[config.mk]
export PLATFORM = sky130hd
export DESIGN_NAME = serial_cmd_engine_flat
export DESIGN_NICKNAME = d
export VERILOG_FILES = /design/src/rtl/serial_cmd_engine_if.sv /design/src/rtl/serial_cmd_engine.sv /design/src/flat_wrapper.sv
export SDC_FILE = /design/constraint.sdc
export NUM_CORES = 1
export LEC_CHECK = 0
export BUFFER_PORTS_ARGS = -buffer_cell sky130_fd_sc_hd__buf_2
export CORE_MARGIN = 1
export CORE_UTILIZATION = 51
export CTS_CLUSTER_DIAMETER = 50
export DETAILED_ROUTE_END_ITERATION = 8
export GPL_TIMING_DRIVEN = 0
export PLACE_DENSITY_LB_ADDON = 0.25
export SYNTH_ARGS = -nofsm -noshare
export SYNTH_HDL_FRONTEND = slang
export SYNTH_SLANG_ARGS = --single-unit
[constraint.sdc]
create_clock -name clk -period 2.9 [get_ports clk]
set_input_delay 0.145 -clock clk [delete_from_list [all_inputs] [get_ports clk]]
set_output_delay 0.145 -clock clk [all_outputs]
set_load 0.03 [all_outputs]
[src/rtl/serial_cmd_engine_if.sv]
// UART-side byte handshake of the serial command engine.
// The master drives received bytes and transmitter status; the slave (engine) drives send strobes.
interface serial_cmd_engine_if;
   logic       rx_ready;
   logic [7:0] rx_data;
   logic       tx_busy;
   logic       tx_start;
   logic [7:0] tx_data;

   modport master (output rx_ready, output rx_data, output tx_busy,
                   input tx_start, input tx_data);
   modport slave  (input rx_ready, input rx_data, input tx_busy,
                   output tx_start, output tx_data);
endinterface

[src/rtl/serial_cmd_engine.sv]
// Host command engine: decodes UART opcodes, owns the config bank, snapshots histograms,
// sequences PLL phase steps and clkswitch pulses, and counts protocol errors.
module serial_cmd_engine #(
   parameter int unsigned NCH        = 4,
   parameter int unsigned HW         = 32,
   parameter int unsigned NREG       = 8,
   parameter int unsigned FW_VERSION = 10,
   parameter int unsigned SCAN_HALF  = 16,
   parameter int unsigned TIMEOUT    = 1000000
) (
   input  logic                  clk,
   input  logic                  rst_n,
   serial_cmd_engine_if.slave    uart,
   input  logic [NCH*HW-1:0]     hist,
   output logic                  hist_reset,
   output logic [NREG*8-1:0]     cfg,
   output logic [NREG-1:0]       cfg_wr,
   output logic [2:0]            phase_cnt_sel,
   output logic                  phase_updown,
   output logic                  phase_step,
   output logic                  scanclk,
   output logic                  clkswitch,
   output logic                  busy,
   output logic [7:0]            err_count
);

   localparam int unsigned BufW   = NCH * HW;
   localparam int unsigned NBytes = BufW / 8;
   localparam int unsigned LenW   = $clog2(NBytes + 1);
   localparam int unsigned TmoW   = $clog2(TIMEOUT + 1);
   localparam int unsigned HcW    = $clog2(SCAN_HALF);
   localparam int unsigned AW     = (NREG > 1) ? $clog2(NREG) : 1;

   typedef enum logic [2:0] {
      StIdle, StArgs, StExec, StTxLoad, StTxWait, StClksw, StPstep
   } state_e;

   function automatic logic [1:0] num_args(input logic [7:0] op);
      case (op)
         8'h01, 8'h05: return 2'd2;
         8'h02:        return 2'd1;
         default:      return 2'd0;
      endcase
   endfunction

   state_e              state_q, state_d;
   logic [7:0]          opcode_q, opcode_d;
   logic [7:0]          arg0_q, arg0_d, arg1_q, arg1_d;
   logic [1:0]          arg_cnt_q, arg_cnt_d;
   logic [TmoW-1:0]     tmo_q, tmo_d;
   logic [7:0]          err_q, err_d;
   logic [7:0]          cfg_q [NREG];
   logic [7:0]          cfg_d [NREG];
   logic [NREG-1:0]     cfg_wr_q, cfg_wr_d;
   logic [BufW-1:0]     buf_q, buf_d;
   logic [LenW-1:0]     tx_left_q, tx_left_d;
   logic                tx_start_q, tx_start_d;
   logic [7:0]          tx_data_q, tx_data_d;
   logic                hist_reset_q, hist_reset_d;
   logic [2:0]          sel_q, sel_d;
   logic                updown_q, updown_d;
   logic                pstep_q, pstep_d;
   logic                scanclk_q, scanclk_d;
   logic                clksw_q, clksw_d;
   logic [2:0]          clksw_cnt_q, clksw_cnt_d;
   logic [HcW-1:0]      hc_q, hc_d;
   logic [2:0]          tg_q, tg_d;
   logic [7:0]          steps_q, steps_d;
   logic                busy_q, busy_d;

   logic [1:0]          err_inc;
   logic [8:0]          err_sum;
   logic [AW-1:0]       ra;
   logic                a_ok;

   always_comb begin
      state_d      = state_q;
      opcode_d     = opcode_q;
      arg0_d       = arg0_q;
      arg1_d       = arg1_q;
      arg_cnt_d    = arg_cnt_q;
      tmo_d        = tmo_q;
      cfg_d        = cfg_q;
      cfg_wr_d     = '0;
      buf_d        = buf_q;
      tx_left_d    = tx_left_q;
      tx_start_d   = 1'b0;
      tx_data_d    = tx_data_q;
      hist_reset_d = 1'b0;
      sel_d        = sel_q;
      updown_d     = updown_q;
      pstep_d      = pstep_q;
      scanclk_d    = scanclk_q;
      clksw_d      = clksw_q;
      clksw_cnt_d  = clksw_cnt_q;
      hc_d         = hc_q;
      tg_d         = tg_q;
      steps_d      = steps_q;
      err_inc      = 2'd0;
      ra           = arg0_q[AW-1:0];
      a_ok         = (32'(arg0_q) < NREG);

      case (state_q)
         StIdle: begin
            if (uart.rx_ready) begin
               opcode_d  = uart.rx_data;
               arg_cnt_d = 2'd0;
               tmo_d     = '0;
               state_d   = (num_args(uart.rx_data) == 2'd0) ? StExec : StArgs;
            end
         end
         StArgs: begin
            if (uart.rx_ready) begin
               tmo_d = '0;
               if (arg_cnt_q == 2'd0) arg0_d = uart.rx_data;
               else                   arg1_d = uart.rx_data;
               arg_cnt_d = arg_cnt_q + 2'd1;
               if (arg_cnt_q + 2'd1 == num_args(opcode_q)) state_d = StExec;
            end else if (tmo_q == TmoW'(TIMEOUT - 1)) begin
               err_inc = err_inc + 2'd1;
               state_d = StIdle;
            end else begin
               tmo_d = tmo_q + TmoW'(1);
            end
         end
         StExec: begin
            state_d = StIdle;
            case (opcode_q)
               8'h00: begin
                  buf_d       = '0;
                  buf_d[7:0]  = 8'(FW_VERSION);
                  tx_left_d   = LenW'(1);
                  state_d     = StTxLoad;
               end
               8'h01: begin
                  if (a_ok) begin
                     cfg_d[ra]    = arg1_q;
                     cfg_wr_d[ra] = 1'b1;
                  end else begin
                     err_inc = err_inc + 2'd1;
                  end
               end
               8'h02: begin
                  buf_d = '0;
                  if (a_ok) buf_d[7:0] = cfg_q[ra];
                  else      err_inc = err_inc + 2'd1;
                  tx_left_d = LenW'(1);
                  state_d   = StTxLoad;
               end
               8'h03: begin
                  // Snapshot and clear in the same cycle so no counts are lost or doubled.
                  buf_d        = hist;
                  hist_reset_d = 1'b1;
                  tx_left_d    = LenW'(NBytes);
                  state_d      = StTxLoad;
               end
               8'h04: begin
                  clksw_d     = 1'b1;
                  clksw_cnt_d = 3'd0;
                  state_d     = StClksw;
               end
               8'h05: begin
                  sel_d = arg0_q[2:0];
                  if (arg1_q != 8'd0) begin
                     pstep_d   = 1'b1;
                     scanclk_d = 1'b0;
                     hc_d      = '0;
                     tg_d      = 3'd0;
                     steps_d   = arg1_q;
                     state_d   = StPstep;
                  end
               end
               8'h06:   updown_d = ~updown_q;
               default: err_inc = err_inc + 2'd1;
            endcase
         end
         StTxLoad: begin
            if (!uart.tx_busy) begin
               tx_data_d  = buf_q[7:0];
               buf_d      = buf_q >> 8;
               tx_left_d  = tx_left_q - LenW'(1);
               tx_start_d = 1'b1;
               state_d    = StTxWait;
            end
         end
         StTxWait: state_d = (tx_left_q == '0) ? StIdle : StTxLoad;
         StClksw: begin
            if (clksw_cnt_q == 3'd7) begin
               clksw_d = 1'b0;
               state_d = StIdle;
            end else begin
               clksw_cnt_d = clksw_cnt_q + 3'd1;
            end
         end
         StPstep: begin
            if (hc_q == HcW'(SCAN_HALF - 1)) begin
               hc_d      = '0;
               scanclk_d = ~scanclk_q;
               if (tg_q == 3'd5) pstep_d = 1'b0;
               if (tg_q == 3'd7) begin
                  // 8th toggle closes this step and opens the next one on the same edge.
                  tg_d    = 3'd0;
                  steps_d = steps_q - 8'd1;
                  if (steps_q == 8'd1) state_d = StIdle;
                  else                 pstep_d = 1'b1;
               end else begin
                  tg_d = tg_q + 3'd1;
               end
            end else begin
               hc_d = hc_q + HcW'(1);
            end
         end
         default: state_d = StIdle;
      endcase

      if (uart.rx_ready && (state_q inside {StExec, StTxLoad, StTxWait, StClksw, StPstep})) begin
         err_inc = err_inc + 2'd1;
      end

      err_sum = {1'b0, err_q} + {7'd0, err_inc};
      err_d   = err_sum[8] ? 8'hFF : err_sum[7:0];
      busy_d  = (state_d != StIdle);
   end

   always_ff @(posedge clk) begin
      if (!rst_n) begin
         state_q      <= StIdle;
         opcode_q     <= '0;
         arg0_q       <= '0;
         arg1_q       <= '0;
         arg_cnt_q    <= '0;
         tmo_q        <= '0;
         err_q        <= '0;
         cfg_q        <= '{default: '0};
         cfg_wr_q     <= '0;
         buf_q        <= '0;
         tx_left_q    <= '0;
         tx_start_q   <= 1'b0;
         tx_data_q    <= '0;
         hist_reset_q <= 1'b0;
         sel_q        <= '0;
         updown_q     <= 1'b1;
         pstep_q      <= 1'b0;
         scanclk_q    <= 1'b0;
         clksw_q      <= 1'b0;
         clksw_cnt_q  <= '0;
         hc_q         <= '0;
         tg_q         <= '0;
         steps_q      <= '0;
         busy_q       <= 1'b0;
      end else begin
         state_q      <= state_d;
         opcode_q     <= opcode_d;
         arg0_q       <= arg0_d;
         arg1_q       <= arg1_d;
         arg_cnt_q    <= arg_cnt_d;
         tmo_q        <= tmo_d;
         err_q        <= err_d;
         cfg_q        <= cfg_d;
         cfg_wr_q     <= cfg_wr_d;
         buf_q        <= buf_d;
         tx_left_q    <= tx_left_d;
         tx_start_q   <= tx_start_d;
         tx_data_q    <= tx_data_d;
         hist_reset_q <= hist_reset_d;
         sel_q        <= sel_d;
         updown_q     <= updown_d;
         pstep_q      <= pstep_d;
         scanclk_q    <= scanclk_d;
         clksw_q      <= clksw_d;
         clksw_cnt_q  <= clksw_cnt_d;
         hc_q         <= hc_d;
         tg_q         <= tg_d;
         steps_q      <= steps_d;
         busy_q       <= busy_d;
      end
   end

   always_comb begin
      for (int i = 0; i < NREG; i++) cfg[i*8 +: 8] = cfg_q[i];
   end

   assign uart.tx_start = tx_start_q;
   assign uart.tx_data  = tx_data_q;
   assign hist_reset    = hist_reset_q;
   assign cfg_wr        = cfg_wr_q;
   assign phase_cnt_sel = sel_q;
   assign phase_updown  = updown_q;
   assign phase_step    = pstep_q;
   assign scanclk       = scanclk_q;
   assign clkswitch     = clksw_q;
   assign busy          = busy_q;
   assign err_count     = err_q;

endmodule

[src/flat_wrapper.sv]
// flat-port wrapper written by rule: the top's interface ports become plain ports
module serial_cmd_engine_flat 
#(
   parameter int unsigned NCH        = 4,
   parameter int unsigned HW         = 32,
   parameter int unsigned NREG       = 8,
   parameter int unsigned FW_VERSION = 10,
   parameter int unsigned SCAN_HALF  = 16,
   parameter int unsigned TIMEOUT    = 1000000
)
  (clk, rst_n, hist, hist_reset, cfg, cfg_wr, phase_cnt_sel, phase_updown, phase_step, scanclk, clkswitch, busy, err_count, uart_rx_ready, uart_rx_data, uart_tx_busy, uart_tx_start, uart_tx_data);
  serial_cmd_engine_if uart_i ();
  input  logic clk;
  input  logic rst_n;
  input  logic [NCH*HW-1:0] hist;
  output logic hist_reset;
  output logic [NREG*8-1:0] cfg;
  output logic [NREG-1:0] cfg_wr;
  output logic [2:0] phase_cnt_sel;
  output logic phase_updown;
  output logic phase_step;
  output logic scanclk;
  output logic clkswitch;
  output logic busy;
  output logic [7:0] err_count;
  input wire logic [$bits(uart_i.rx_ready)-1:0] uart_rx_ready;
  input wire logic [$bits(uart_i.rx_data)-1:0] uart_rx_data;
  input wire logic [$bits(uart_i.tx_busy)-1:0] uart_tx_busy;
  output wire logic [$bits(uart_i.tx_start)-1:0] uart_tx_start;
  output wire logic [$bits(uart_i.tx_data)-1:0] uart_tx_data;
  assign uart_i.rx_ready = uart_rx_ready;
  assign uart_i.rx_data = uart_rx_data;
  assign uart_i.tx_busy = uart_tx_busy;
  assign uart_tx_start = uart_i.tx_start;
  assign uart_tx_data = uart_i.tx_data;
  serial_cmd_engine #(.NCH(NCH), .HW(HW), .NREG(NREG), .FW_VERSION(FW_VERSION), .SCAN_HALF(SCAN_HALF), .TIMEOUT(TIMEOUT)) u_core (.clk(clk), .rst_n(rst_n), .uart(uart_i), .hist(hist), .hist_reset(hist_reset), .cfg(cfg), .cfg_wr(cfg_wr), .phase_cnt_sel(phase_cnt_sel), .phase_updown(phase_updown), .phase_step(phase_step), .scanclk(scanclk), .clkswitch(clkswitch), .busy(busy), .err_count(err_count));
endmodule
==> results.py, run 1 <==
metrics = {
    "final_layout": {
        "syn2layout_area_growth_pct": 32.2,
        "seqCellArea_sq_um": 5970,
        "final_area_sq_um": 17500,
        "multi_input_area_sq_um": 6650,
        "drive_above_1_share_pct": 20.2,
        "num-fill-cells": 2023,
        "utilization_pct": 69.1,
        "nNetsFinal": 2088,
    },
    "setup_path": {
        "path_max_fanout": 6,
        "cp_slowest_cell": "or4_4",
        "startpoint_type": "flop",
        "reg2reg_slack_ns": -0.30,
        "reg2reg_to": "u_core.err_count[1]$_SDFF_PN0_",
        "r2r-start": "u_core.arg0_q[3]$_SDFFE_PN0P_",
        "crit_chain": "or4_4 > nor2_4 > o21ai_2 > a21oi_2 > o31ai_1 > ha_1 > ha_2 > inv_2 > fa_2 > nand3b_1 > nor2_2 > nand4_1 > a21oi_1",
        "reg2regPathDepth": 13,
        "cp-end-kind": "flop",
        "crit_type": "reg2reg",
        "worstPathArrival_ns": 3.64,
        "cpPeakStageDelay_ns": 0.58,
        "required_ns": 3.33,
    },
    "power_and_ir_drop": {
        "irDropWorstVdd_mv": 0.491,
        "p_total_uw": 10600,
        "power.density_nw_per_um2": 607,
        "power.leakage_uw": 0.00759,
    },
    "grt": {
        "grt_max_degree": 14,
        "grt_pass1_vias": 13158,
        "grt-ovfl-total": 0,
        "grt.total_usage_pct": 32.7,
        "grt_antenna_before_repair": 1,
        "grt_pass1_wl_um": 69000,
    },
    "synthesis": {
        "yosys.cell_count.top_type": "dfxtp_1",
        "synthSimpleGateAreaFrac_pct": 18.3,
        "ys_dominant_reg_cell": "dfxtp_1",
        "synth_compound_gate_area_share_pct": 21.4,
        "synth_top_area_cell": "dfxtp_1",
        "synth_mux_area_share_pct": 8.51,
        "yosysSeqAreaShare_pct": 45.1,
        "synth_edf_count": 0,
        "synth.ff_latch_count": 298,
        "synthAdderAreaFrac_pct": 1.47,
        "syn_inst": 1515,
        "synthArstFlopShare_pct": 0,
        "ys_top_cells_by_count": "dfxtp_1 (298), nor2_1 (240), o21ai_0 (143)",
        "synthesis.nets": 1670,
        "synth_top_cell_area_share_pct": 45.1,
        "synthTopCellsByArea": "dfxtp_1 (45%), a221oi_1 (7.7%), mux2i_1 (7.5%), nor2_1 (6.8%), o21ai_0 (5.4%)",
        "yosysWarnings": 0,
        "synth.avg_cell_area_sq_um": 8.74,
        "synth_cell_type_count": 79,
        "synth_xor_xnor_area_share_pct": 0.397,
        "synth_top_family_by_area": "compound AO/OA/AOI/OAI gates",
        "synth_area_sq_um": 13200,
    },
    "sta": {
        "fin_crit_ns": 3.20,
        "fin_setup_tns_ns": -2.21,
        "worst_slew_pin_slew_ns": 0.878,
        "setup_viol": 8,
        "period_share_pct": 110,
        "fin_worst_skew_ns": 0.0187,
        "rsz0062_at_grt": "true",
        "hold_violations": 0,
        "timing.final.ws_setup_ns": -0.304,
        "relSlewSlack_pct": 40.9,
        "slew_violations": 0,
        "timing.fmax_mhz": 312,
    },
    "placed_design": {
        "place_hpwl_um": 29300,
        "preCtsSetupSlack_ns": -0.402,
        "gp_congestion": 0.925,
        "port_buffers": 237,
        "place_area_sq_um": 14900,
    },
    "floorplanning": {
        "core_area_sq_um": 25300,
        "die_w_um": 163,
        "boundaryPins": 238,
        "rows": 58,
        "initial_core_util_pct": 52.3,
        "fp.dieH_um": 163,
        "die-area_sq_um": 26600,
    },
    "outcome": {
        "status": "finished with violations",
        "violations": "negative setup slack",
    },
    "clocking": {
        "cts_buffers": 36,
        "cts.clk_slew.worst_paths_ns": 0.06,
        "cts.sinks": 298,
        "root_buffer": "clkbuf_16",
        "clock_path_buffers": 3,
        "cts_max_level": 2,
        "cts_tree": "done",
        "worstSkewPairLatency_ns": 0.52,
    },
    "detailed_routing": {
        "drcViolationCount": 0,
        "dr.pass1.iters": 5,
        "drt_iter0_markers": 1280,
        "wl_per_cell_um": 19.4,
        "vias": 13782,
        "routed_wl_um": 44500,
        "ant_nets": 0,
        "vias_per_cell": 6.01,
    },
    "flow_run": {
        "drv_cap": 0,
    },
    "min_path": {
        "hold_end": "u_core.buf_q[1]$_SDFFE_PN0P_",
        "min_path_type": "in2reg",
        "min_from": "hist[1]",
        "whs_path_depth": 3,
    },
}
power by group:
group | switching [uW] | total, uW | internal [uW] | leakage [uW]
clock | 1790 | 4610 | 2820 | 0.000595
combinational | 878 | 1480 | 602 | 0.00458
sequential | 161 | 4530 | 4370 | 0.00241
total | 2830 | 10600 | 7800 | 0.00759
worst max path at each step:
stage / startpoint / endpoint / slack, ns / cells past startpoint
6_report: u_core.arg0_q[3]$_SDFFE_PN0P_ / u_core.err_count[1]$_SDFF_PN0_ / -0.30 / 13
5_1_grt: u_core.arg0_q[3]$_SDFFE_PN0P_ / u_core.err_count[1]$_SDFF_PN0_ / -0.42 / 13
4_1_cts: u_core.arg0_q[3]$_SDFFE_PN0P_ / u_core.err_count[1]$_SDFF_PN0_ / -0.21 / 13
3_5_place_dp: u_core.arg0_q[6]$_SDFFE_PN0P_ / u_core.err_count[1]$_SDFF_PN0_ / -0.40 / 13
3_3_place_gp: u_core.arg0_q[6]$_SDFFE_PN0P_ / u_core.err_count[0]$_SDFF_PN0_ / -0.35 / 13
2_1_floorplan: u_core.arg0_q[6]$_SDFFE_PN0P_ / u_core.err_count[0]$_SDFF_PN0_ / 0.005 / 13
state kept, by name, indices dropped and copies added (netlist names), 3 cells and up:
signal and flops:
u_core.buf_q 128, u_core.cfg 64, u_core.tmo_q 20, u_core.arg0_q 8
u_core.arg1_q 8, u_core.cfg_wr 8, u_core.err_count 8, u_core.opcode_q 8
u_core.steps_q 8, u_core.uart.tx_data 8, u_core.tx_left_q 5, u_core.hc_q 4
u_core.clksw_cnt_q 3, u_core.phase_cnt_sel 3, u_core.state_q 3, u_core.tg_q 3
routing by layer:
metal  GRT usage [%]  share of wire [%]  vias to the layer above
li1                -                  -                     6383
met1            42.5                 42                     6510
met2            51.8                 45                      722
met3            4.67                7.4                      167
met4            18.9                5.3                        0
met5               0                  0                        -
stage by stage:
stage / hold slack [ns] / std cells
after floorplan: 0.281 / 1515
after global placement: 0.406 / 2082
after detailed placement: 0.415 / 2082
after CTS: 0.0457 / 2287
after global routing: 0.0931 / 2290
final: 0.0588 / 2292
critical path, delay by kind of cell (launching register included):
family	cells	cell delay, ns
fa+ha+maj	3	0.81
compound gates	4	0.59
flops	1	0.32
buf+inv	1	0.04
simple gates	5	1.36
final cells by class:
type	count	area share, %
plain buffers	135	3.28
diodes	3	0.0429
repair buffers	380	14.8
multi-input cells	1062	38.0
inverters	20	0.429
clock buffers	50	6.03
well taps	330	2.36
flip-flops and latches	298	34.1
clock inverters	14	0.937
cells by family after synthesis:
logic type	after synthesis
adders and majority gates	15
xor gates and xnor gates	6
buffers and inverters	155
AOI/OAI and AO/OA	422
DFF	298
and+or+nand+nor	510
muxes	109
placed cells by master (no fill, tap or decap), types with 6 or more instances in the layout:
| master | n |
|---|---|
| buf_4 | 14 |
| nand2b_1 | 9 |
| o211ai_1 | 11 |
| nand4_1 | 15 |
| dfxtp_1 | 297 |
| inv_1 | 18 |
| mux2i_1 | 99 |
| ha_1 | 13 |
| o21ai_0 | 141 |
| and2_1 | 6 |
| nand3_1 | 29 |
| nor2_1 | 238 |
| or4_1 | 7 |
| or3_1 | 17 |
| buf_2 | 278 |
| mux2_2 | 8 |
| clkbuf_1 | 91 |
| o22ai_1 | 7 |
| nand3b_1 | 10 |
| a31oi_1 | 7 |
| clkbuf_16 | 37 |
| a21oi_1 | 78 |
| a211oi_1 | 7 |
| dlygate4sd3_1 | 133 |
| nor3b_1 | 6 |
| a221oi_1 | 116 |
| clkbuf_8 | 8 |
| o221ai_1 | 6 |
| nand2_1 | 109 |
| and4_1 | 6 |
| nor3_1 | 10 |
what timing repair did:
action,CTS,global route
buffers inserted,8,2
gates resized for setup,8,2
hold endpoints to repair,149,0
pin swaps,17,3
hold buffers,133,0
endpoints found under the setup margin,8,8
(Power assumes the default switching activity.)
==> run 2: changes to the inputs <==
- ABC_AREA: unset -> 1
==> results.py, run 2 <==
metrics = {
    "synthesis": {
        "synthesis.nets": 2081,
        "synth.ff_latch_count": 298,
        "syn_inst": 1926,
        "synth_top_area_cell": "dfxtp_1",
        "synth_compound_gate_area_share_pct": 24.0,
        "yosysWarnings": 0,
        "synth_cell_type_count": 40,
        "synth_mux_area_share_pct": 0,
        "synth_top_cell_area_share_pct": 44.4,
        "ys_top_cells_by_count": "nand2_1 (402), a21oi_1 (367), dfxtp_1 (298)",
        "synth_area_sq_um": 13500,
        "yosys.cell_count.top_type": "nand2_1",
        "synthAdderAreaFrac_pct": 1.45,
        "synth_xor_xnor_area_share_pct": 0.456,
        "yosysSeqAreaShare_pct": 44.4,
        "ys_dominant_reg_cell": "dfxtp_1",
        "synth_top_family_by_area": "compound AO/OA/AOI/OAI gates",
        "synthArstFlopShare_pct": 0,
        "synthSimpleGateAreaFrac_pct": 22.4,
        "synthTopCellsByArea": "dfxtp_1 (44%), a21oi_1 (14%), nand2_1 (11%), o21ai_0 (8.9%), nor2_1 (4.2%)",
        "synth.avg_cell_area_sq_um": 6.98,
        "synth_edf_count": 0,
    },
    "power_and_ir_drop": {
        "seqPwrFrac_pct": 41.3,
        "swShare_pct": 26.9,
        "combPwrFrac_pct": 14.0,
        "power.leakage_uw": 0.00751,
        "power.density_nw_per_um2": 614,
        "clkPwrFrac_pct": 44.7,
        "irDropWorstVdd_mv": 0.512,
        "p_sw_uw": 2930,
        "power.internal_uw": 7970,
        "p_total_uw": 10900,
    },
    "floorplanning": {
        "boundaryPins": 238,
        "die-area_sq_um": 27000,
        "die_w_um": 164,
        "initial_core_util_pct": 51.8,
        "rows": 59,
        "core_area_sq_um": 26000,
        "fp.dieH_um": 164,
    },
    "placed_design": {
        "dp.cells": 2497,
        "preCtsSetupSlack_ns": -0.389,
        "gp_congestion": 0.940,
        "port_buffers": 236,
        "place_hpwl_um": 31200,
    },
    "setup_path": {
        "crit_type": "reg2reg",
        "worstPathArrival_ns": 3.24,
        "required_ns": 3.35,
        "r2r-start": "u_core.opcode_q[4]$_SDFFE_PN0P_",
        "startpoint_type": "flop",
        "path_max_fanout": 4,
        "crit_start": "u_core.opcode_q[4]$_SDFFE_PN0P_",
        "cp-end-kind": "flop",
    },
    "flow_run": {
        "drv_cap": 0,
    },
    "min_path": {
        "min_from": "uart_rx_ready",
        "min_path_type": "in2reg",
    },
    "detailed_routing": {
        "routed_wl_um": 48200,
        "ant_nets": 0,
        "drt_iter0_markers": 1588,
        "vias": 15483,
        "dr.pass1.iters": 6,
        "drcViolationCount": 0,
        "vias_per_cell": 5.75,
        "wl_per_cell_um": 17.9,
    },
    "final_layout": {
        "diodes": 0,
        "most-common-layout-cells": "nand2_1 (400), a21oi_1 (367), dfxtp_1 (294)",
        "drive_above_1_share_pct": 15.6,
        "largest_register": "u_core.buf_q",
        "largest_reg_flops": 128,
        "final_common_cell": "nand2_1",
        "instances_no_fill": 2695,
        "syn2layout_area_growth_pct": 32.0,
        "nNetsFinal": 2491,
    },
    "grt": {
        "grt_max_degree": 16,
        "grt-ovfl-total": 0,
        "grt_antenna_before_repair": 3,
        "grt.total_usage_pct": 34.9,
        "grt_pass1_wl_um": 74400,
        "grt_pass1_vias": 14571,
    },
    "sta": {
        "fin_setup_tns_ns": 0,
        "relSlewSlack_pct": 38.9,
        "setup_viol": 0,
        "worst_slew_pin_slew_ns": 0.916,
        "hold_violations": 0,
        "period_share_pct": 96.1,
        "timing.final.ws_setup_ns": 0.112,
        "fin_crit_ns": 2.79,
        "fin_worst_skew_ns": 0.0181,
        "slew_violations": 0,
        "timing.fmax_mhz": 359,
    },
    "clocking": {
        "worstSkewPairLatency_ns": 0.52,
        "cts.sinks": 298,
        "clock_path_buffers": 3,
        "root_buffer": "clkbuf_16",
        "cts.clk_slew.worst_paths_ns": 0.05,
        "cts_max_level": 2,
        "cts_tree": "done",
        "cts_buffers": 36,
    },
    "outcome": {
        "status": "complete, no violations",
    },
}
-- run 2: changes by cell type after synthesis, sizes merged, moves of 11 or more --
cell	change
nand4	+14
o21ai	+97
or3	-17
o211ai	-11
nand3	+72
nand2	+293
nor2	-88
mux2i	-99
a21oi	+286
a221oi	-115
inv	+105
-- run 2: power groups by stage --
| stage | clock (uW) | combinational, uW | sequential [uW] |
|---|---|---|---|
| floorplan | 0 | 831 | 4550 |
| global placement | 0 | 1240 | 4560 |
| detailed placement | 0 | 1270 | 4570 |
| CTS | 4880 | 1440 | 4490 |
| global route | 5060 | 1680 | 4520 |
| finish | 4870 | 1530 | 4510 |
-- run 2: layer usage --
| layer | up-vias | wire length [um] | GRT usage [%] |
|---|---|---|---|
| met3 | 200 | 4540 | 7.33 |
| met5 | - | 27 | 0 |
| met1 | 7134 | 18900 | 43.5 |
| li1 | 7291 | - | - |
| met2 | 854 | 22500 | 57.8 |
| met4 | 4 | 2210 | 16.3 |
-- run 2: path summary, 6_finish.rpt --
| kind | depth (start not counted) | endpoint | slack [ns] |
|---|---|---|---|
| max | 17 | u_core.err_count[3]$_SDFF_PN0_ | 0.11 |
| min | 4 | u_core.tmo_q[12]$_SDFFE_PN0P_ | 0.02 |
| max reg2reg | 17 | u_core.err_count[3]$_SDFF_PN0_ | 0.11 |
| min reg2reg | 2 | u_core.phase_cnt_sel[0]$_SDFFE_PN0P_ | 0.46 |
-- run 2: logic make-up (layout without fill, tap and decap cells) --
kind of cell,Yosys count,in the layout
buffers and inverters,251,685
flip-flops,298,298
adder cells (fa/ha/maj),15,15
AO/OA/AOI/OAI,633,633
XOR/XNOR,7,7
AND/OR/NAND/NOR,722,722
-- run 2: layout make-up --
cell class	count	area (sq um)
repair buffers	372	2520
flip-flops and latches	298	5970
plain buffers	122	505
fillers	2199	8230
well taps	335	419
clock inverters	16	274
clock buffers	46	1000
inverters	129	487
multi-input cells	1377	6580
-- run 2: stage by stage --
step	util, %	cell area (sq um)	hold WS [ns]
after floorplan	-	13500	0.280
after global placement	57.9	15100	0.403
after detailed placement	57.9	15100	0.403
after CTS	68.0	17700	0.00643
after global routing	68.3	17800	0.0277
final	68.3	17800	0.0194
-- run 2: worst max-delay path: stages (launching register included) --
cell and delay [ns]:
dfxtp_2 0.33, nor2_2 0.11, nand3_2 0.14, nor2_4 0.15
nand2_2 0.07, o2111ai_2 0.23, o21ai_2 0.09, ha_1 0.28
ha_2 0.17, inv_2 0.04, fa_2 0.41, nor2_4 0.12
nand3_2 0.10, nor2_4 0.17, nand2_4 0.09, inv_4 0.06
o21ai_0 0.07, inv_1 0.07
-- run 2: what timing repair did --
item | 4_1_cts | 5_1_grt
setup endpoints to repair | 8 | 7
pin swaps | 2 | 10
buffers inserted | 3 | 5
hold buffers | 128 | 0
gates resized for setup | 13 | 16
hold endpoints to repair | 135 | 0
==> run 3: changes to the inputs <==
- CORE_UTILIZATION: 51 -> 56
- clock period: 2.9 -> 2.61 ns (I/O delays scaled with it)
==> results.py, run 3 (synthesis gave the netlist of run 2 again) <==
metrics = {
    "clocking": {
        "root_buffer": "clkbuf_16",
        "cts_max_level": 2,
        "clock_path_buffers": 3,
        "cts_tree": "done",
        "cts_buffers": 36,
        "cts.clk_slew.worst_paths_ns": 0.06,
        "worstSkewPairLatency_ns": 0.51,
        "cts.sinks": 298,
    },
    "grt": {
        "grt_antenna_before_repair": 4,
        "grt-ovfl-total": 0,
        "grt_pass1_wl_um": 75900,
        "grt_pass1_vias": 14871,
        "grt.total_usage_pct": 39.0,
        "grt_max_degree": 14,
    },
    "final_layout": {
        "final_common_cell": "nand2_1",
        "utilization_pct": 76.3,
        "num-fill-cells": 1726,
        "syn2layout_area_growth_pct": 33.6,
        "largest_register": "u_core.buf_q",
        "largest_reg_flops": 128,
        "final_area_sq_um": 18000,
        "most-common-layout-cells": "nand2_1 (397), a21oi_1 (366), dfxtp_1 (293)",
        "drive_above_1_share_pct": 16.9,
        "nNetsFinal": 2510,
    },
    "placed_design": {
        "place_area_sq_um": 15100,
        "place_hpwl_um": 30800,
        "port_buffers": 236,
        "gp_congestion": 0.934,
        "preCtsSetupSlack_ns": -0.402,
    },
    "floorplanning": {
        "rows": 56,
        "boundaryPins": 238,
        "die_w_um": 157,
        "die-area_sq_um": 24600,
        "core_area_sq_um": 23500,
        "fp.dieH_um": 157,
        "initial_core_util_pct": 57.1,
    },
    "detailed_routing": {
        "drt_iter0_markers": 1786,
        "routed_wl_um": 49200,
        "dr.pass1.iters": 8,
        "wl_per_cell_um": 18.2,
        "ant_nets": 0,
        "drcViolationCount": 0,
        "vias_per_cell": 5.86,
        "vias": 15846,
    },
    "setup_path": {
        "cp_slowest_cell": "fa_2",
        "reg2reg_to": "u_core.err_count[5]$_SDFF_PN0_",
        "reg2regPathDepth": 17,
        "cpPeakStageDelay_ns": 0.36,
        "crit_type": "reg2reg",
        "crit_chain": "nor2_4 > nand3_4 > nor2_4 > nand2_2 > o2111ai_2 > o21ai_1 > ha_1 > ha_2 > inv_2 > fa_2 > nor2_4 > nand3_4 > nor2_4 > nand2_4 > inv_4 > o21ai_1 > inv_1",
        "cp-end-kind": "flop",
        "r2r-start": "u_core.opcode_q[7]$_SDFFE_PN0P_",
        "path_buf_inv": 3,
        "path_max_fanout": 4,
        "cp.depth": 17,
        "worstPathArrival_ns": 3.08,
        "startpoint_type": "flop",
        "reg2reg_slack_ns": -0.03,
        "required_ns": 3.05,
        "cp_top_family": "simple AND/OR/NAND/NOR gates",
        "crit_top_cell": "nor2_4",
    },
    "sta": {
        "fin_worst_skew_ns": 0.0177,
        "timing.fmax_mhz": 379,
        "worst_slew_pin_slew_ns": 0.912,
        "hold_violations": 0,
        "relSlewSlack_pct": 38.8,
        "setup_viol": 5,
        "slew_violations": 0,
        "timing.final.ws_setup_ns": -0.0261,
        "period_share_pct": 101,
        "fin_setup_tns_ns": -0.0815,
        "rsz0062_at_grt": "true",
        "fin_crit_ns": 2.64,
    },
    "power_and_ir_drop": {
        "p_total_uw": 12100,
        "power.leakage_uw": 0.00760,
        "irDropWorstVdd_mv": 0.533,
        "power.density_nw_per_um2": 673,
    },
    "min_path": {
        "min_from": "uart_rx_data[3]",
        "hold_end": "u_core.arg1_q[3]$_SDFFE_PN0P_",
        "min_path_type": "in2reg",
        "whs_path_depth": 3,
    },
    "outcome": {
        "violations": "negative setup slack",
        "status": "finished with violations",
    },
    "flow_run": {
        "drv_cap": 0,
    },
}
-- run 3: final cells by class --
type | count | area (sq um) | share of cell area (%)
multi-input combinational | 1377 | 6640 | 37.0
timing repair buffer | 391 | 2680 | 14.9
antenna | 4 | 10.0 | 0.0557
sequential | 298 | 5970 | 33.3
tap | 319 | 399 | 2.22
inverter | 129 | 487 | 2.71
clock inverter | 14 | 234 | 1.30
clock buffer | 48 | 1030 | 5.72
buffer | 122 | 512 | 2.85
-- run 3: timing repair --
action | 4_1_cts | 5_1_grt
pin swaps | 11 | 13
hold buffers | 125 | 0
hold endpoints to repair | 131 | 0
setup endpoints to repair | 8 | 24
buffers inserted | 22 | 9
gates resized for setup | 28 | 17
-- run 3: worst max-delay path by stage --
stage                                          from                        endpoint  slack, ns
floorplan           u_core.opcode_q[7]$_SDFFE_PN0P_  u_core.err_count[3]$_SDFF_PN0_      0.009
global placement       u_core.tmo_q[0]$_SDFFE_PN0P_  u_core.err_count[5]$_SDFF_PN0_      -0.36
detailed placement     u_core.tmo_q[0]$_SDFFE_PN0P_  u_core.err_count[3]$_SDFF_PN0_      -0.40
CTS                 u_core.opcode_q[4]$_SDFFE_PN0P_  u_core.err_count[3]$_SDFF_PN0_     -0.003
global route        u_core.opcode_q[1]$_SDFFE_PN0P_  u_core.err_count[5]$_SDFF_PN0_      -0.17
finish              u_core.opcode_q[7]$_SDFFE_PN0P_  u_core.err_count[5]$_SDFF_PN0_      -0.03
-- run 3: routing by layer --
| layer | vias up | routed length (um) | global-route usage (%) |
|---|---|---|---|
| li1 | 7334 | - | - |
| met1 | 7250 | 18600 | 47.4 |
| met2 | 1041 | 23100 | 65.1 |
| met3 | 221 | 5060 | 8.01 |
| met4 | 0 | 2500 | 20.6 |
| met5 | - | 0 | 0 |
-- run 3: per-stage QoR --
step           std cells  hold WS, ns
2_1_floorplan       1926        0.265
3_3_place_gp        2481        0.388
3_5_place_dp        2481        0.388
4_1_cts             2690      0.00299
5_1_grt             2701       0.0370
6_report            2702      0.00630
-- run 3: where the power goes --
group          internal (uW)  total (uW)  switching [uW]
clock network           3360        5310            1950
registers               4830        5010             177
logic                    646        1770            1120
total                   8840       12100            3250
-- run 3: tightest hold or removal path: cells and delay by family --
| family | cells | cell delay, ns |
|---|---|---|
| compound gates | 2 | 0.21 |
| buf+inv | 1 | 0.14 |
